[src/rtl/noc_router_param.sv]
// Five-port XY mesh router: per-input FIFOs, per-output round-robin arbiters and
// credit-based flow control. Ports: 0=N, 1=S, 2=E, 3=W, 4=L.
module noc_router_param #(
    parameter int unsigned DATA_W    = 16,
    parameter int unsigned COORD_W   = 4,
    parameter int unsigned XCOORD    = 0,
    parameter int unsigned YCOORD    = 0,
    parameter int unsigned DEPTH     = 4,
    parameter int unsigned CREDITS   = 4,
    parameter logic [4:0]  PORT_MASK = 5'b11111
) (
    input  logic                clk,
    input  logic                rst,
    input  logic [5*DATA_W-1:0] data_i,
    input  logic [4:0]          valid_i,
    output logic [4:0]          credit_o,
    output logic [5*DATA_W-1:0] data_o,
    output logic [4:0]          valid_o,
    input  logic [4:0]          credit_i,
    output logic [4:0]          err_o
);

    localparam int unsigned PtrW  = $clog2(DEPTH);
    localparam int unsigned CntW  = $clog2(DEPTH) + 1;
    localparam int unsigned CredW = $clog2(CREDITS + 1);

    localparam logic [CntW-1:0]    FullCnt = CntW'(DEPTH);
    localparam logic [CredW-1:0]   MaxCred = CredW'(CREDITS);
    localparam logic [COORD_W-1:0] MyX     = COORD_W'(XCOORD);
    localparam logic [COORD_W-1:0] MyY     = COORD_W'(YCOORD);

    localparam logic [2:0] PortN = 3'd0;
    localparam logic [2:0] PortS = 3'd1;
    localparam logic [2:0] PortE = 3'd2;
    localparam logic [2:0] PortW = 3'd3;
    localparam logic [2:0] PortL = 3'd4;

    logic [DATA_W-1:0] mem_q    [5][DEPTH];
    logic [PtrW-1:0]   wr_ptr_q [5];
    logic [PtrW-1:0]   wr_ptr_d [5];
    logic [PtrW-1:0]   rd_ptr_q [5];
    logic [PtrW-1:0]   rd_ptr_d [5];
    logic [CntW-1:0]   cnt_q    [5];
    logic [CntW-1:0]   cnt_d    [5];
    logic [CredW-1:0]  cred_q   [5];
    logic [CredW-1:0]  cred_d   [5];
    logic [2:0]        rr_q     [5];
    logic [2:0]        rr_d     [5];
    logic [DATA_W-1:0] out_q    [5];
    logic [DATA_W-1:0] out_d    [5];
    logic [4:0]        valid_q, valid_d;
    logic [4:0]        credit_q, credit_d;
    logic [4:0]        err_q, err_d;

    logic [DATA_W-1:0] head    [5];
    logic [2:0]        route   [5];
    logic [2:0]        gnt_src [5];
    logic [4:0]        nonempty, misroute, gnt_valid, pop;
    logic [4:0]        wr_en, ovf, cred_ovf;

    // Head route: dimension-ordered XY, X resolved first.
    always_comb begin
        for (int p = 0; p < 5; p++) begin
            head[p]     = mem_q[p][rd_ptr_q[p]];
            nonempty[p] = PORT_MASK[p] && (cnt_q[p] != '0);
            if (head[p][COORD_W-1:0] > MyX) begin
                route[p] = PortE;
            end else if (head[p][COORD_W-1:0] < MyX) begin
                route[p] = PortW;
            end else if (head[p][2*COORD_W-1:COORD_W] > MyY) begin
                route[p] = PortN;
            end else if (head[p][2*COORD_W-1:COORD_W] < MyY) begin
                route[p] = PortS;
            end else begin
                route[p] = PortL;
            end
            misroute[p] = nonempty[p] && !PORT_MASK[route[p]];
        end
    end

    // Per-output round-robin arbitration; misrouted heads are popped unconditionally.
    always_comb begin
        logic [2:0] idx;
        idx = '0;
        pop = misroute;
        for (int o = 0; o < 5; o++) begin
            gnt_valid[o] = 1'b0;
            gnt_src[o]   = rr_q[o];
            if (PORT_MASK[o] && (cred_q[o] != '0)) begin
                for (int k = 1; k <= 5; k++) begin
                    idx = 3'((int'(rr_q[o]) + k) % 5);
                    if (!gnt_valid[o] && nonempty[idx] && (route[idx] == 3'(o))) begin
                        gnt_valid[o] = 1'b1;
                        gnt_src[o]   = idx;
                    end
                end
            end
            if (gnt_valid[o]) begin
                pop[gnt_src[o]] = 1'b1;
            end
        end
    end

    always_comb begin
        for (int p = 0; p < 5; p++) begin
            // A full FIFO still accepts a write when it pops in the same cycle.
            wr_en[p] = valid_i[p] && PORT_MASK[p] && ((cnt_q[p] != FullCnt) || pop[p]);
            ovf[p]   = valid_i[p] && PORT_MASK[p] && (cnt_q[p] == FullCnt) && !pop[p];

            wr_ptr_d[p] = wr_en[p] ? wr_ptr_q[p] + PtrW'(1) : wr_ptr_q[p];
            rd_ptr_d[p] = pop[p] ? rd_ptr_q[p] + PtrW'(1) : rd_ptr_q[p];
            cnt_d[p]    = cnt_q[p] + CntW'(wr_en[p]) - CntW'(pop[p]);

            cred_d[p]   = cred_q[p];
            cred_ovf[p] = 1'b0;
            if (PORT_MASK[p]) begin
                if (gnt_valid[p] && !credit_i[p]) begin
                    cred_d[p] = cred_q[p] - CredW'(1);
                end else if (!gnt_valid[p] && credit_i[p]) begin
                    if (cred_q[p] == MaxCred) begin
                        cred_ovf[p] = 1'b1;
                    end else begin
                        cred_d[p] = cred_q[p] + CredW'(1);
                    end
                end
            end

            rr_d[p]  = gnt_valid[p] ? gnt_src[p] : rr_q[p];
            out_d[p] = gnt_valid[p] ? head[gnt_src[p]] : out_q[p];
        end
        valid_d  = gnt_valid;
        credit_d = pop;
        err_d    = err_q | ovf | misroute | cred_ovf;
    end

    always_ff @(posedge clk or posedge rst) begin
        if (rst) begin
            for (int p = 0; p < 5; p++) begin
                wr_ptr_q[p] <= '0;
                rd_ptr_q[p] <= '0;
                cnt_q[p]    <= '0;
                cred_q[p]   <= MaxCred;
                rr_q[p]     <= PortL;
                out_q[p]    <= '0;
            end
            valid_q  <= '0;
            credit_q <= '0;
            err_q    <= '0;
        end else begin
            wr_ptr_q <= wr_ptr_d;
            rd_ptr_q <= rd_ptr_d;
            cnt_q    <= cnt_d;
            cred_q   <= cred_d;
            rr_q     <= rr_d;
            out_q    <= out_d;
            valid_q  <= valid_d;
            credit_q <= credit_d;
            err_q    <= err_d;
        end
    end

    // Storage needs no reset: occupancy gates every read.
    always_ff @(posedge clk) begin
        for (int p = 0; p < 5; p++) begin
            if (wr_en[p]) begin
                mem_q[p][wr_ptr_q[p]] <= data_i[p*DATA_W +: DATA_W];
            end
        end
    end

    always_comb begin
        data_o = '0;
        for (int p = 0; p < 5; p++) begin
            data_o[p*DATA_W +: DATA_W] = out_q[p];
        end
    end

    assign valid_o  = valid_q;
    assign credit_o = credit_q;
    assign err_o    = err_q;

endmodule

[config.mk]
export PLATFORM = sky130hd
export DESIGN_NAME = noc_router_param
export DESIGN_NICKNAME = d
export VERILOG_FILES = /design/src/rtl/noc_router_param.sv
export SDC_FILE = /design/constraint.sdc
export NUM_CORES = 1
export LEC_CHECK = 0
export ABC_AREA = 1
export CELL_PAD_IN_SITES_DETAIL_PLACEMENT = 1
export CELL_PAD_IN_SITES_GLOBAL_PLACEMENT = 1
export CORE_MARGIN = 4
export CORE_UTILIZATION = 33
export CTS_CLUSTER_SIZE = 28
export DETAILED_ROUTE_END_ITERATION = 7
export PLACE_DENSITY_LB_ADDON = 0.12
export SYNTH_ARGS = -nofsm -noshare
export SYNTH_HDL_FRONTEND = slang
export SYNTH_SLANG_ARGS = --single-unit
[constraint.sdc]
create_clock -name clk -period 6.9 [get_ports clk]
set_clock_uncertainty 0.1 [all_clocks]
set_input_delay 1.725 -clock clk [delete_from_list [all_inputs] [get_ports clk]]
set_output_delay 1.725 -clock clk [all_outputs]
set_load 0.05 [all_outputs]
==> qor.txt, run 1 <==
die area: 0.0801 sq mm
CP bufs+invs: 6
CTS tree: done
family with the most delay on the worst path: simple AND/OR/NAND/NOR gates
CTS Buffer Depth: 3
Clock transition at path regs: 0.06 ns
Iter 0 DRT Violations: 953
core area: 0.0747 sq mm
vias in the first global route: 20705
# setup viols final: 0
Seq/Total Area, Yosys: 0.505
WL/cell: 20.2 um
arrival time worst endpoint: 6.74 ns
Routed WL: 80700 um
commonest non-fill, non-tap cell in the layout: nand2_1
DRC Markers: 0
gr busiest metal: met2
status: finished, final reports clean
gpl congestion: 0.849
final net count: 3190
met3 Usage GRT: 0.0314
GRT Total Usage: 0.198
PortBufs: 152
Cells after Synth: 2812
f_max: 159 MHz
DRT Pass-1 Iters: 5
final hold vios: 0
CTS Buf Count: 49
clock period minus worst slack: 6.30 ns
Fillers: 8694
Chip Height: 283 um
cell area after synthesis: 0.0250 sq mm
CTS H-Tree Depth: 2
Multi-input gate area: 0.0106 sq mm
setup TNS: 0 ns
reported max-cap violation count: 0
fin. max-slew vios: 0
most frequent cells in the layout: nand2_1 (857), edfxtp_1 (320), nor2_1 (237)
share of layout cells above drive strength 1: 0.107
CTS Sinks: 440
synthesis-stage register bit count: 440
vias per inst: 4.92
syn avg cell area: 8.88 sq um
flip-flop and latch area: 0.0126 sq mm
Slew headroom: 0.404
kind of critical path: flop to flop
pin count of the biggest net entering global routing: 88
CP endpoint kind: flop
library cells used by synthesis: 59
Final Cycle Share: 0.914
# Post-CTS Setup Buffers: 0
Clock Latency Late Sink: 0.63 ns
Req. time, crit path: 7.33 ns
IO Count: 187
Root Buffer: clkbuf_16
max incr delay on CP: 0.44 ns
Initial Util: 0.334
Max stage delay cell, worst path: ha_2
area delta synth->final: 16.3%
YS warnings: 0
M1 GR Usage: 0.243
RSZ-0062 raised after global routing: no
met2 Use GR: 0.355
Core Rows: 100
Die X: 283 um
slew of the pin with the lowest slew margin: 0.893 ns
Hold Crit Class: flop to flop
via count: 19631
global-route wire length before repair: 124000 um
cell repeated most along the worst path: nand2_1
Final ANT Viol Nets: 0
highest fanout seen on the critical path: 10
Critical Path Source Type: flop
DP Wirelength: 60400 um
initial antenna violation count: 3
grt total ovfl: 0
-- layer usage --
metal	routed length, um	part of all wire
met4	2620	0.032
met1	33800	0.42
met3	3770	0.047
met5	27	0.00033
met2	40500	0.50
-- Yosys cell counts, drive strengths merged --
cell type  instances  share of area
a21boi             2        0.00075
a21oi             63          0.014
a31o               2        0.00070
a31oi              5         0.0013
a32o              15         0.0060
a32oi              2        0.00070
a41o               1        0.00040
and2               1        0.00035
buf               95          0.030
clkbuf            27         0.0042
clkinv             4        0.00060
conb               1        0.00015
dfrtp            112           0.11
dfstp              8         0.0084
edfxtp           320           0.38
fa                 9         0.0072
ha               112          0.056
inv              281          0.043
mux2               1        0.00045
nand2            916           0.15
nand3            249          0.053
nand3b            13         0.0039
nand4             42          0.014
nor2             263          0.045
nor3               8         0.0020
o2111ai            2        0.00070
o211ai            22         0.0068
o21a               2        0.00060
o21ai            145          0.030
o21bai             5         0.0015
o22ai             26         0.0070
o31ai              2        0.00060
or2               12         0.0030
xnor2             12         0.0042
xor2              32          0.011
-- area by class of cell --
class | instances | share of cell area
Clock inverter | 24 | 0.00883
Antenna cell | 2 | 0.000172
Sequential cell | 440 | 0.435
Multi-Input combinational cell | 1998 | 0.363
Inverter | 285 | 0.0373
Timing Repair Buffer | 203 | 0.0656
Tap cell | 969 | 0.0417
Clock buffer | 68 | 0.0485
-- worst paths after layout --
kind | end | start | slack, ns | depth (start not counted)
max | cnt_q[5] | rr_q[13] | 0.60 | 35
max in group asynchronous | credit_o[2] | rst | 4.04 | 3
min | err_o[0] | err_o[0] | 0.39 | 1
max reg2reg | cnt_q[5] | rr_q[13] | 0.60 | 35
min in group asynchronous | data_o[69] | rst | 1.52 | 2
min reg2reg | err_o[0] | err_o[0] | 0.39 | 1
-- logic make-up (layout without fill, tap and decap cells) --
family,Yosys count,in the layout,synth area share
and+or+nand+nor,1504,1504,0.268
xor gates and xnor gates,44,44,0.0154
muxes,1,1,0.000451
other,1,36,0.000150
adders and majority gates,121,121,0.0633
AOI/OAI and AO/OA,294,294,0.0705
DFF,440,440,0.505
buffers and inverters,407,580,0.0771
-- registers in the layout, indices dropped and copies added, names as in the netlist --
name,count
cnt_q,15
rr_q,9
cred_q,15
credit_o,5
data_o,48
rd_ptr_q,10
valid_o,3
wr_ptr_q,10
mem_q,320
err_o,5
-- stage by stage --
stage | worst slack (ns) | util | hold WS [ns] | instance area, sq um | std cells
finish | 0.596 | 0.389 | 0.389 | 29000 | 3989
global placement | 0.746 | 0.366 | 0.364 | 27400 | 3895
detailed placement | 0.569 | 0.366 | 0.377 | 27400 | 3895
floorplan | 1.22 | - | 0.363 | 25100 | 2845
global route | 0.00853 | 0.389 | 0.409 | 29000 | 3987
CTS | 0.507 | 0.389 | 0.398 | 29000 | 3987
-- what timing repair did --
item,4_1_cts,5_1_grt
hold buffers,0,0
setup endpoints to repair,0,1
resized for setup,0,1
Power of run 1 is not shown: default switching activity piles up to over one toggle a cycle in this logic, so the estimate is an artifact.
==> run 2, diff against run 1 <==
==> constraint.sdc (replaced) <==
create_clock -name clk -period 5.55 [get_ports clk]
set_clock_uncertainty 0.1 [all_clocks]
set_input_delay 1.3875 -clock clk [delete_from_list [all_inputs] [get_ports clk]]
set_output_delay 1.3875 -clock clk [all_outputs]
set_load 0.05 [all_outputs]
==> run 2 against run 1 <==
Non-clock buffer count is 142 higher; cell count up 3.7%; hold slack worse by 0.019 ns; first-iteration DRC count unchanged; sequential share of layout area fell by 2.7 points; flip-flop and latch count is the same; design area rose by 6.8%; via count grew 3.5%; die area unchanged; count of clock-buffer cells in the layout up 2.
==> qor.txt, run 2 (synthesized netlist as in run 1, its figures left out) <==
status: finished, final reports clean
CTS H-Tree Depth: 2
flip-flop and latch area: 0.0126 sq mm
Clock Latency Late Sink: 0.62 ns
Req. time, crit path: 5.94 ns
Hold Path Depth: 2
CTS Sinks: 440
# diodes: 0
fin. max-slew vios: 0
CTS Buf Count: 52
grt total ovfl: 0
initial antenna violation count: 0
Hold Crit Class: flop to flop
Core Rows: 100
placed cells: 3990
gpl congestion: 0.863
# hold bufs at CTS: 0
Root Buffer: clkbuf_16
max FFs per register: 320
share of layout cells above drive strength 1: 0.195
family with the most delay on the worst path: simple AND/OR/NAND/NOR gates
WL/cell: 20.1 um
RSZ-0062 raised after global routing: yes
area delta synth->final: 24.2%
via count: 20315
Slew headroom: 0.417
final hold vios: 0
Final ANT Viol Nets: 0
CP endpoint kind: flop
core area: 0.0747 sq mm
Final Non-Filler Cells: 4135
slew of the pin with the lowest slew margin: 0.875 ns
# setup viols final: 0
Die X: 283 um
vias in the first global route: 21423
most frequent cells in the layout: nand2_1 (795), edfxtp_1 (320), nor2_1 (226)
pin count of the biggest net entering global routing: 87
Iter 0 DRT Violations: 953
Max stage delay cell, worst path: dfrtp_2
arrival time worst endpoint: 5.74 ns
DRT Pass-1 Iters: 5
CTS tree: done
Initial Util: 0.334
die area: 0.0801 sq mm
worst r2r src: rr_q[1]
global-route wire length before repair: 126000 um
GRT Total Usage: 0.202
max incr delay on CP: 0.46 ns
DP Wirelength: 63100 um
Multi-input gate area: 0.0113 sq mm
worst hold start: err_o[3]
IO Count: 187
Final Cycle Share: 0.963
Critical Path Source Type: flop
Routed WL: 83100 um
kind of critical path: flop to flop
Fin Hold WS: 0.370 ns
final net count: 3335
cell area after placement: 0.0282 sq mm
Design Area, Final: 0.0310 sq mm
reg-to-reg slack, setup: 0.20 ns
Chip Height: 283 um
CP bufs+invs: 11
DRC Markers: 0
reported max-cap violation count: 0
vias per inst: 4.91
Hold Path End: err_o[3]
Clock transition at path regs: 0.06 ns
PortBufs: 152
Fillers: 8563
highest fanout seen on the critical path: 5
reg2reg path depth: 40
commonest non-fill, non-tap cell in the layout: nand2_1
f_max: 187 MHz
reg2reg end: cnt_q[5]
CTS Buffer Depth: 3
cell repeated most along the worst path: nand2_2
clock period minus worst slack: 5.35 ns
-- run 2: cell type report --
type / count / area share
repair buffers: 345 / 0.101
clock inverters: 28 / 0.00851
inverters: 285 / 0.0357
multi-input cells: 1998 / 0.363
flip-flops and latches: 440 / 0.407
well taps: 969 / 0.0391
clock buffers: 70 / 0.0458
-- run 2: tightest hold or removal path, cell delays in order (launching register included) --
cell     delay (ns)
dfrtp_1        0.34
nor2_1         0.05
nand2_1        0.05
-- run 2: timing repair --
item / 4_1_cts / 5_1_grt
pin swaps: 14 / 76
setup buffers: 8 / 39
gates resized for setup: 29 / 185
setup endpoints to repair: 60 / 349
-- run 2: through the flow --
step | setup slack, ns | utilization | setup TNS, ns
after detailed placement | -0.306 | 0.377 | -1.39
after floorplan | 0.0785 | - | 0
after CTS | 0.00181 | 0.402 | 0
after global routing | -0.126 | 0.415 | -0.695
after global placement | 0.0551 | 0.377 | 0
final | 0.205 | 0.415 | 0
-- run 2: worst max path at each step --
stage | end | from | slack [ns] | cells after the start
floorplan | cnt_q[5] | rr_q[12] | 0.08 | 35
global placement | cnt_q[14] | rr_q[2] | 0.06 | 36
detailed placement | cnt_q[5] | rr_q[2] | -0.31 | 36
CTS | cnt_q[14] | rr_q[12] | 0.002 | 40
global route | cnt_q[14] | rr_q[1] | -0.13 | 42
finish | cnt_q[5] | rr_q[1] | 0.20 | 40
-- run 2: routing by layer --
metal | wire (um) | global-route usage | vias to the layer above
li1 | - | - | 9843
met1 | 35100 | 0.247 | 10047
met2 | 42000 | 0.360 | 303
met3 | 2920 | 0.0307 | 122
met4 | 3160 | 0.0739 | 0
met5 | 0 | 0 | -
Power of run 2 is left out for the same reason.
